### config.mk
export PLATFORM = sky130hd
export DESIGN_NAME = alu_serial
export DESIGN_NICKNAME = d
export VERILOG_FILES = /design/src/rtl/alu_serial_pkg.sv /design/src/rtl/alu_lane.sv /design/src/rtl/alu_serial.sv
export SDC_FILE = /design/constraint.sdc
export NUM_CORES = 1
export LEC_CHECK = 0
export CAP_MARGIN = 20
export CELL_PAD_IN_SITES_DETAIL_PLACEMENT = 0
export CELL_PAD_IN_SITES_GLOBAL_PLACEMENT = 1
export CORE_MARGIN = 1
export CORE_UTILIZATION = 45
export DETAILED_ROUTE_END_ITERATION = 10
export PLACE_DENSITY_LB_ADDON = 0.05
export RECOVER_POWER = 100
export SYNTH_ARGS = -nofsm -noshare
export SYNTH_HDL_FRONTEND = slang
export SYNTH_SLANG_ARGS = --single-unit
export TNS_END_PERCENT = 30
### constraint.sdc
create_clock -name clk -period 7.83 [get_ports clk]
set_clock_uncertainty 0.2 [all_clocks]
set_input_delay 1.9575 -clock clk [delete_from_list [all_inputs] [get_ports clk]]
set_output_delay 1.9575 -clock clk [all_outputs]
set_load 0.02 [all_outputs]
### src/rtl/alu_serial_pkg.sv
// Shared types for the serial multi-byte ALU: op codes, flag bundle, sequencer states
// and small op-classification helpers.
package alu_serial_pkg;

  typedef enum logic [3:0] {
    ALU_ADD = 4'd0,
    ALU_ADC = 4'd1,
    ALU_SUB = 4'd2,
    ALU_SBC = 4'd3,
    ALU_AND = 4'd4,
    ALU_XOR = 4'd5,
    ALU_OR  = 4'd6,
    ALU_CP  = 4'd7,
    ALU_RL  = 4'd8,
    ALU_RR  = 4'd9,
    ALU_SLA = 4'd10,
    ALU_SRL = 4'd11
  } alu_op_t;

  typedef struct packed {
    logic z;
    logic n;
    logic h;
    logic c;
  } flags_t;

  typedef enum logic [1:0] {
    ALUS_IDLE = 2'd0,
    ALUS_BUSY = 2'd1,
    ALUS_DONE = 2'd2
  } alus_state_t;

  // Unassigned encodings collapse to ADD so the lane never sees them.
  function automatic alu_op_t norm_op(input alu_op_t op);
    case (op)
      ALU_ADD, ALU_ADC, ALU_SUB, ALU_SBC, ALU_AND, ALU_XOR,
      ALU_OR, ALU_CP, ALU_RL, ALU_RR, ALU_SLA, ALU_SRL: norm_op = op;
      default: norm_op = ALU_ADD;
    endcase
  endfunction

  function automatic logic is_sub_op(input alu_op_t op);
    is_sub_op = (op == ALU_SUB) || (op == ALU_SBC) || (op == ALU_CP);
  endfunction

  function automatic logic uses_cin(input alu_op_t op);
    uses_cin = (op == ALU_ADC) || (op == ALU_SBC) || (op == ALU_RL) || (op == ALU_RR);
  endfunction

  function automatic logic msb_first(input alu_op_t op);
    msb_first = (op == ALU_RR) || (op == ALU_SRL);
  endfunction

endpackage

### src/rtl/alu_lane.sv
// One 8-bit ALU lane: arithmetic, logic or one-bit shift of a single byte,
// with carry/borrow and half-carry outputs for chaining to the next lane.
module alu_lane
  import alu_serial_pkg::*;
(
  input  alu_op_t    op,
  input  logic [7:0] acc,
  input  logic [7:0] arg,
  input  logic       cin,
  input  logic       shin,
  input  logic       first_lane,
  output logic [7:0] res,
  output logic       cout,
  output logic       hout
);

  logic       c_eff_s;
  logic       s_eff_s;
  logic [8:0] sum9_s;
  logic [4:0] lo5_s;

  // Byte result and carries; the first lane only sees the flag carry for ops that consume it.
  always_comb begin
    c_eff_s = first_lane ? (uses_cin(op) & cin) : cin;
    s_eff_s = first_lane ? (uses_cin(op) & shin) : shin;
    sum9_s  = 9'd0;
    lo5_s   = 5'd0;
    res     = 8'd0;
    cout    = 1'b0;
    hout    = 1'b0;
    case (op)
      ALU_SUB, ALU_SBC, ALU_CP: begin
        sum9_s = {1'b0, acc} - {1'b0, arg} - {8'd0, c_eff_s};
        lo5_s  = {1'b0, acc[3:0]} - {1'b0, arg[3:0]} - {4'd0, c_eff_s};
        res    = sum9_s[7:0];
        cout   = sum9_s[8];
        hout   = lo5_s[4];
      end
      ALU_AND: res = acc & arg;
      ALU_OR:  res = acc | arg;
      ALU_XOR: res = acc ^ arg;
      ALU_RL, ALU_SLA: begin
        res  = {acc[6:0], s_eff_s};
        cout = acc[7];
      end
      ALU_RR, ALU_SRL: begin
        res  = {s_eff_s, acc[7:1]};
        cout = acc[0];
      end
      default: begin
        sum9_s = {1'b0, acc} + {1'b0, arg} + {8'd0, c_eff_s};
        lo5_s  = {1'b0, acc[3:0]} + {1'b0, arg[3:0]} + {4'd0, c_eff_s};
        res    = sum9_s[7:0];
        cout   = sum9_s[8];
        hout   = lo5_s[4];
      end
    endcase
  end

endmodule

### src/rtl/alu_serial.sv
// Serial multi-byte ALU: pushes NBYTES operand bytes through one 8-bit lane,
// chaining carry between lanes, under a start/done handshake with synchronous flush.
module alu_serial
  import alu_serial_pkg::*;
#(
  parameter int NBYTES = 2,
  parameter int LANE_W = 8
) (
  input  logic                       clk,
  input  logic                       rst,
  input  logic                       start,
  input  logic                       flush,
  input  alu_op_t                    op,
  input  logic [NBYTES*LANE_W-1:0]   acc_in,
  input  logic [NBYTES*LANE_W-1:0]   arg_in,
  input  logic                       c_in,
  output logic                       busy,
  output logic                       done,
  output logic [NBYTES*LANE_W-1:0]   res,
  output flags_t                     f_out
);

  localparam int W  = NBYTES * LANE_W;
  localparam int IW = (NBYTES > 1) ? $clog2(NBYTES) : 1;

  if (LANE_W != 8 || NBYTES < 1) begin : g_cfg_check
    $error("alu_serial: LANE_W must be 8 and NBYTES >= 1");
  end

  alus_state_t   state_r, state_nx;
  logic          busy_r, done_r;
  alu_op_t       op_r;
  logic [W-1:0]  acc_sr, arg_sr, res_sr;
  logic [W-1:0]  acc_nx_s, arg_nx_s, res_nx_s;
  logic          carry_r, nz_r;
  logic [IW-1:0] idx_r;
  logic          msb_s, first_s, last_s, accept_s;
  logic [7:0]    acc_b_s, arg_b_s, lane_res_s;
  logic          lane_c_s, lane_h_s;
  flags_t        flags_nx_s;

  assign msb_s    = msb_first(op_r);
  assign first_s  = (idx_r == IW'(0));
  assign last_s   = (idx_r == IW'(NBYTES - 1));
  assign accept_s = start && (state_r != ALUS_BUSY);
  assign acc_b_s  = msb_s ? acc_sr[W-1 -: LANE_W] : acc_sr[LANE_W-1:0];
  assign arg_b_s  = msb_s ? arg_sr[W-1 -: LANE_W] : arg_sr[LANE_W-1:0];

  alu_lane u_lane (
    .op         (op_r),
    .acc        (acc_b_s),
    .arg        (arg_b_s),
    .cin        (carry_r),
    .shin       (carry_r),
    .first_lane (first_s),
    .res        (lane_res_s),
    .cout       (lane_c_s),
    .hout       (lane_h_s)
  );

  // Operands rotate rather than shift so the original acc is back in place for CP.
  always_comb begin
    acc_nx_s = acc_sr;
    arg_nx_s = arg_sr;
    res_nx_s = res_sr;
    if (msb_s) begin
      acc_nx_s = (acc_sr << LANE_W) | (acc_sr >> (W - LANE_W));
      arg_nx_s = (arg_sr << LANE_W) | (arg_sr >> (W - LANE_W));
      res_nx_s = (res_sr << LANE_W) | W'(lane_res_s);
    end else begin
      acc_nx_s = (acc_sr >> LANE_W) | (acc_sr << (W - LANE_W));
      arg_nx_s = (arg_sr >> LANE_W) | (arg_sr << (W - LANE_W));
      res_nx_s = (res_sr >> LANE_W) | (W'(lane_res_s) << (W - LANE_W));
    end
    flags_nx_s.z = ~(nz_r | (|lane_res_s));
    flags_nx_s.n = is_sub_op(op_r);
    flags_nx_s.h = lane_h_s;
    flags_nx_s.c = lane_c_s;
  end

  // Sequencer next state; flush overrides both acceptance and lane progress.
  always_comb begin
    state_nx = state_r;
    if (flush) begin
      state_nx = ALUS_IDLE;
    end else begin
      case (state_r)
        ALUS_IDLE: state_nx = start ? ALUS_BUSY : ALUS_IDLE;
        ALUS_BUSY: state_nx = last_s ? ALUS_DONE : ALUS_BUSY;
        ALUS_DONE: state_nx = start ? ALUS_BUSY : ALUS_IDLE;
        default:   state_nx = ALUS_IDLE;
      endcase
    end
  end

  // State register with registered busy/done decodes.
  always_ff @(posedge clk or negedge rst) begin
    if (!rst) begin
      state_r <= ALUS_IDLE;
      busy_r  <= 1'b0;
      done_r  <= 1'b0;
    end else begin
      state_r <= state_nx;
      busy_r  <= (state_nx == ALUS_BUSY);
      done_r  <= (state_nx == ALUS_DONE);
    end
  end

  // Operand capture, lane stepping and result/flag commit on the last lane.
  always_ff @(posedge clk or negedge rst) begin
    if (!rst) begin
      op_r    <= ALU_ADD;
      acc_sr  <= '0;
      arg_sr  <= '0;
      res_sr  <= '0;
      carry_r <= 1'b0;
      nz_r    <= 1'b0;
      idx_r   <= '0;
      res     <= '0;
      f_out   <= '0;
    end else if (flush) begin
      idx_r <= '0;
    end else if (accept_s) begin
      op_r    <= norm_op(op);
      acc_sr  <= acc_in;
      arg_sr  <= arg_in;
      res_sr  <= '0;
      carry_r <= c_in;
      nz_r    <= 1'b0;
      idx_r   <= '0;
    end else if (state_r == ALUS_BUSY) begin
      acc_sr  <= acc_nx_s;
      arg_sr  <= arg_nx_s;
      res_sr  <= res_nx_s;
      carry_r <= lane_c_s;
      nz_r    <= nz_r | (|lane_res_s);
      idx_r   <= idx_r + IW'(1);
      if (last_s) begin
        res   <= (op_r == ALU_CP) ? acc_nx_s : res_nx_s;
        f_out <= flags_nx_s;
      end
    end
  end

  assign busy = busy_r;
  assign done = done_r;

endmodule

==> flow_summary_export.csv, run 1 <==
group,metric,value,unit
status,status,"finished with violations",
status,violations,"capacitance limit, slew limit",
cts,clockBufferDepth,2,
cts,cts-root-buf,"clkbuf_16",
route,routed_via_density,5.85,
route,vias,4695,
die,die_area,12300,µm²
die,coreArea,11500,µm²
placed_design,portBuffers,62,
synth,synth_edf_count,0,
power_and_ir_drop,vdd_drop_max,156,µV
worst_setup_path,crit_arrival,5590,ps
placed_design,dp_hpwl,11.8,mm
die,fp.dieW,111,µm
synth,ys_types,64,
synth,synth-main-ff-cell,"dfrtp_1",
timing,layout_setup_ws,2170,ps
finish,final_common_cell,"nand2_1",
finish,antennaDiodeCount,0,
cts,tritoncts,"built",
synth,syn_inst,611,
timing,hold_viol,0,
timing,fin_crit_sh,0.723,
worst_setup_path,path_cells,"dlygate4sd3_1, nor2b_1, or2_0, clkbuf_1, o21ai_0",
placed_design,gp_congestion,0.907,
timing,min_period,5660,ps
finish,area_delta_synth_final,18.1,%
synth,synth_area,5330,µm²
synth,yosysWarnings,0,
synth,synth_fp_nets,684,
grt,grt_pass1_vias,4607,
worst_setup_path,critPathCaptureType,"flip-flop",
worst_setup_path,cp_max_fo,47,
timing,worstMarginPinSlew,2840,ps
timing,final.setup.tns,0,ps
route,wl,15.8,mm
synth,async_flop_share,1.00,
timing,max_freq,177,MHz
grt,track_usage,0.268,
grt,grt_max_degree,80,
die,die_y,111,µm
synth,synth.avg_cell_area,8.72,µm²
worst_setup_path,path_class,"input pin to flip-flop",
cts,numCtsBuffers,9,
min_path,hold_path_class,"flip-flop to flip-flop",
cts,clk_pin_slew,60,ps
route,wire_per_inst,19.8,µm
die,rows,39,
timing,slew_violations,154,
finish,drive_above_1_share,0.0486,
grt,grt_antenna_before_repair,0,
placed_design,dpl_worst_slack,3200,ps
cts,cts_resized,0,
route,first_pass_iters,5,
worst_setup_path,crit_family,"buffers and inverters",
finish,layout_common_cells,"nand2_1 (91), dfrtp_1 (79), o21ai_0 (73)",
worst_setup_path,crit_buf_inv,2,
worst_setup_path,required,7760,ps
grt,grt_pass1_wl,25.5,mm
route,ant_nets,0,
power_and_ir_drop,power_density,309,nW/µm²
route,route.detailed.drc,0,
grt,grt-ovfl-total,0,
timing,setup_viol,0,
worst_setup_path,cp_slowest_cell,"clkbuf_1",
power_and_ir_drop,leakage,3.01,nW
cts,cts.sinks,79,
synth,ys_seq_area_frac,0.371,
worst_setup_path,crit_path_max_incr_delay,1420,ps
timing,max_slew_margin,-0.894,
cts,postCtsSetupBuffers,0,
cts,clock_latency,340,ps
cts,cts.htree.levels,3,
synth,synth-seq-cells,79,
die,start_util,0.465,
finish,fin_nets,728,
route,drtIter0Drc,268,
die,design.portCount,63,
finish,num-fill-cells,1042,
timing,grt_setup_unrepaired,"false",
cts,hold_buffers,0,
worst_setup_path,start_kind,"input pin",
run,drv_cap,4,
-- worst register-to-register path, cell delays in order, from the launching register on --
cell and delay (ps):
dfrtp_1 360, buf_4 260, nand3b_1 430, clkbuf_1 1190, a21oi_1 470, ha_1 530, inv_1 90, ha_1 250
or4b_1 520, a221oi_1 320, nor3_1 100, o32a_1 340, nand2_1 100, o21ai_1 130, o31ai_2 260
-- kinds of logic after synthesis --
family	after synthesis	share of synthesized area
flops	79	0.371
buf+inv	76	0.0596
xor+xnor	8	0.0131
fa+ha+maj	32	0.0808
compound gates	175	0.207
mux	53	0.100
simple gates	188	0.168
-- path summary, 6_finish.rpt --
| check | depth (start not counted) | startpoint | to | slack (ps) |
|---|---|---|---|---|
| setup / recovery | 5 | start | acc_sr[7]$_DFFE_PN0P_ | 2170 |
| hold / removal | 2 | res[2]$_DFFE_PN0P_ | res[2]$_DFFE_PN0P_ | 270 |
| setup reg to reg | 14 | op_r[0]$_DFFE_PN0P_ | res[13]$_DFFE_PN0P_ | 2190 |
| hold reg to reg | 2 | res[2]$_DFFE_PN0P_ | res[2]$_DFFE_PN0P_ | 270 |
| max in group asynchronous | 2 | rst | res_sr[10]$_DFFE_PN0P_ | 5180 |
| min in group asynchronous | 1 | rst | op_r[0]$_DFFE_PN0P_ | 1450 |
-- state kept, by name (all words and copies together) (netlist names) --
register and count:
acc_sr 16, arg_sr 16, busy 1, idx_r 1, carry_r 1, nz_r 1, op_r 4, f_out 4
res_sr 16, res 16, done 1, state_r 2
-- layout make-up --
| class | instances | area (µm²) | share of cell area |
|---|---|---|---|
| Tap cell | 143 | 179 | 0.0284 |
| Multi-Input combinational cell | 456 | 3020 | 0.480 |
| Clock buffer | 10 | 229 | 0.0364 |
| Timing Repair Buffer | 69 | 676 | 0.107 |
| Inverter | 40 | 150 | 0.0239 |
| Sequential cell | 79 | 1980 | 0.314 |
| Clock inverter | 5 | 60.1 | 0.00954 |
-- stage by stage --
step	power [mW]	cell area, µm²	instances	hold WS [ps]	utilization
floorplan	1.22	5330	611	242	-
global placement	1.54	6000	786	262	0.524
detailed placement	1.54	6000	786	270	0.524
CTS	1.96	6290	801	285	0.549
global route	2.08	6290	802	297	0.549
finish	1.94	6290	802	274	0.549
-- power breakdown --
part / internal [mW] / total, mW / switching [mW] / leakage (nW)
logic: 0.382 / 0.921 / 0.538 / 1.84
clock network: 0.246 / 0.411 / 0.165 / 0.139
registers: 0.508 / 0.610 / 0.103 / 1.03
-- cell usage after synthesis, drive strengths merged (5+ instances only) --
cell type	instances	area (µm²)
and3	11	73.8
ha	28	350
a211oi	5	37.5
nor2	35	131
nor2b	9	56.3
o21ai	76	380
o211ai	7	52.6
mux2i	50	500
a21oi	35	175
or2	5	33.8
nand2b	6	37.5
clkbuf	20	75.1
nor3	7	40.0
a21o	6	45.0
xnor2	7	61.3
inv	40	150
nand2	91	342
dfrtp	79	1980
and2	6	40.0
buf	16	92.6
a221oi	6	65.1
-- layer usage --
layer,track usage,vias up,part of all wire
met1,0.383,2301,0.47
met3,0.0334,27,0.047
met5,0,-,0
met4,0.0960,0,0.025
met2,0.418,135,0.46
li1,-,2232,-
Note: power is estimated with default switching activity, not from simulation.
==> run 2, diff against run 1 <==
--- a/config.mk
+++ b/config.mk
@@ -9,7 +9,7 @@
 export CELL_PAD_IN_SITES_DETAIL_PLACEMENT = 0
 export CELL_PAD_IN_SITES_GLOBAL_PLACEMENT = 1
 export CORE_MARGIN = 1
-export CORE_UTILIZATION = 45
+export CORE_UTILIZATION = 43
 export DETAILED_ROUTE_END_ITERATION = 10
 export PLACE_DENSITY_LB_ADDON = 0.05
 export RECOVER_POWER = 100
==> constraint.sdc (replaced) <==
create_clock -name clk -period 5.8 [get_ports clk]
set_clock_uncertainty 0.2 [all_clocks]
set_input_delay 1.45 -clock clk [delete_from_list [all_inputs] [get_ports clk]]
set_output_delay 1.45 -clock clk [all_outputs]
set_load 0.02 [all_outputs]
==> flow_summary_export.csv, run 2 (same netlist as run 1, synthesis figures left out) <==
group,metric,value,unit
cts,cts-root-buf,"clkbuf_16",
cts,cts.htree.levels,3,
timing,final.setup.tns,0,ps
finish,area_delta_synth_final,19.3,%
timing,max_slew_margin,-0.229,
route,routed_via_density,5.62,
power_and_ir_drop,vdd_drop_max,184,µV
die,start_util,0.442,
grt,track_usage,0.266,
route,wl_met2,7.48,mm
timing,max_freq,207,MHz
worst_setup_path,cp_max_fo,34,
finish,layout_common_cells,"nand2_1 (91), dfrtp_1 (79), o21ai_0 (75)",
finish,multi_input_area,3010,µm²
status,status,"finished with violations",
die,fp.dieW,113,µm
cts,clk_pin_slew,70,ps
worst_setup_path,required,5810,ps
grt,grt_max_degree,80,
die,die_y,113,µm
route,vias,4673,
worst_setup_path,crit_arrival,4840,ps
grt,grt-ovfl-total,0,
cts,postCtsSetupBuffers,0,
route,drtIter0Drc,376,
finish,fin_nets,731,
route,first_pass_iters,5,
finish,num-fill-cells,1142,
timing,grt_setup_unrepaired,"false",
grt,grt_pass1_wl,25.6,mm
worst_setup_path,start_kind,"flip-flop",
timing,worstMarginPinSlew,1840,ps
worst_setup_path,path_class,"flip-flop to flip-flop",
worst_setup_path,critPathCaptureType,"flip-flop",
route,route.detailed.drc,0,
route,wl_met3,751,µm
finish,final_common_cell,"nand2_1",
cts,hold_buffers,0,
cts,cts_resized,0,
grt,grt_pass1_vias,4453,
finish,design_area,6360,µm²
die,design.portCount,63,
timing,min_period,4830,ps
cts,clockBufferDepth,2,
power_and_ir_drop,leakage,3.03,nW
run,drv_cap,1,
cts,cts.sinks,79,
grt,grt_antenna_before_repair,0,
min_path,worstHoldPathCells,2,
power_and_ir_drop,power,2.65,mW
finish,antennaDiodeCount,0,
timing,hold_viol,0,
cts,clock_latency,340,ps
timing,slew_violations,35,
placed_design,placed_cell_area,6060,µm²
finish,regArea,1980,µm²
placed_design,gp_congestion,0.863,
placed_design,dp_hpwl,12.1,mm
route,wire_per_inst,19.6,µm
power_and_ir_drop,power_density,417,nW/µm²
die,die_area,12800,µm²
status,violations,"capacitance limit, slew limit",
cts,numCtsBuffers,9,
timing,setup_viol,0,
route,wl,16.3,mm
cts,tritoncts,"built",
finish,drive_above_1_share,0.0558,
route,ant_nets,0,
die,coreArea,12100,µm²
route,top_layer,"met4",
worst_setup_path,reg2reg_depth,16,
placed_design,portBuffers,62,
min_path,hold_path_class,"flip-flop to flip-flop",
route,met1_length,7.92,mm
die,rows,40,
timing,fin_crit_sh,0.833,
run 2: changes by cell type in the layout (fill, tap and decap cells not counted), moves of 2 or more:
| cell | change |
|---|---|
| clkbuf_1 | -2 |
| o21ai_0 | +2 |
| o21ai_1 | -2 |
| buf_4 | +3 |
run 2: per-stage QoR:
stage	hold slack, ps	cells	worst slack, ps	utilization
after global placement	262	814	1160	0.502
after floorplan	242	611	1750	-
after CTS	288	830	1170	0.528
final	276	831	971	0.527
after detailed placement	274	814	1190	0.502
after global routing	298	831	714	0.527
run 2: layout make-up:
cell class,count,share of cell area
multi-input cells,456,0.474
repair buffers,72,0.110
clock inverters,6,0.0108
clock buffers,10,0.0376
flip-flops and latches,79,0.311
well taps,168,0.0331
inverters,40,0.0236
run 2: per-layer routing:
layer / vias up / track usage
met5: - / 0
met4: 0 / 0.0605
met3: 11 / 0.0498
met2: 137 / 0.418
met1: 2292 / 0.381
li1: 2233 / -
run 2: path summary, 6_finish.rpt:
check | start | slack, ps | to
worst max-delay path | op_r[0]$_DFFE_PN0P_ | 970 | nz_r$_DFFE_PN0P_
worst min-delay path | res[2]$_DFFE_PN0P_ | 280 | res[2]$_DFFE_PN0P_
worst max register to register | op_r[0]$_DFFE_PN0P_ | 970 | nz_r$_DFFE_PN0P_
worst min register to register | res[2]$_DFFE_PN0P_ | 280 | res[2]$_DFFE_PN0P_
max in group asynchronous | rst | 3670 | res_sr[3]$_DFFE_PN0P_
min in group asynchronous | rst | 930 | f_out[1]$_DFFE_PN0P_
run 2: critical path, cell delays in order, from the launching register on:
cell and delay (ps):
dfrtp_1 380, buf_4 360, inv_1 220, nor2_1 640, nand2_1 170, nand2_1 170
inv_1 100, fa_1 450, inv_1 100, fa_1 240, a21boi_0 150, nor2_1 250
xnor2_1 100, a221oi_1 570, nand4bb_1 160, nor3_1 300, o211ai_1 120
run 2: report_power, final:
part           total, mW  leakage, nW  switching [mW]  internal (mW)
Combinational       1.23         1.85           0.725          0.507
Clock              0.589        0.154           0.241          0.348
Sequential         0.831         1.03           0.146          0.685
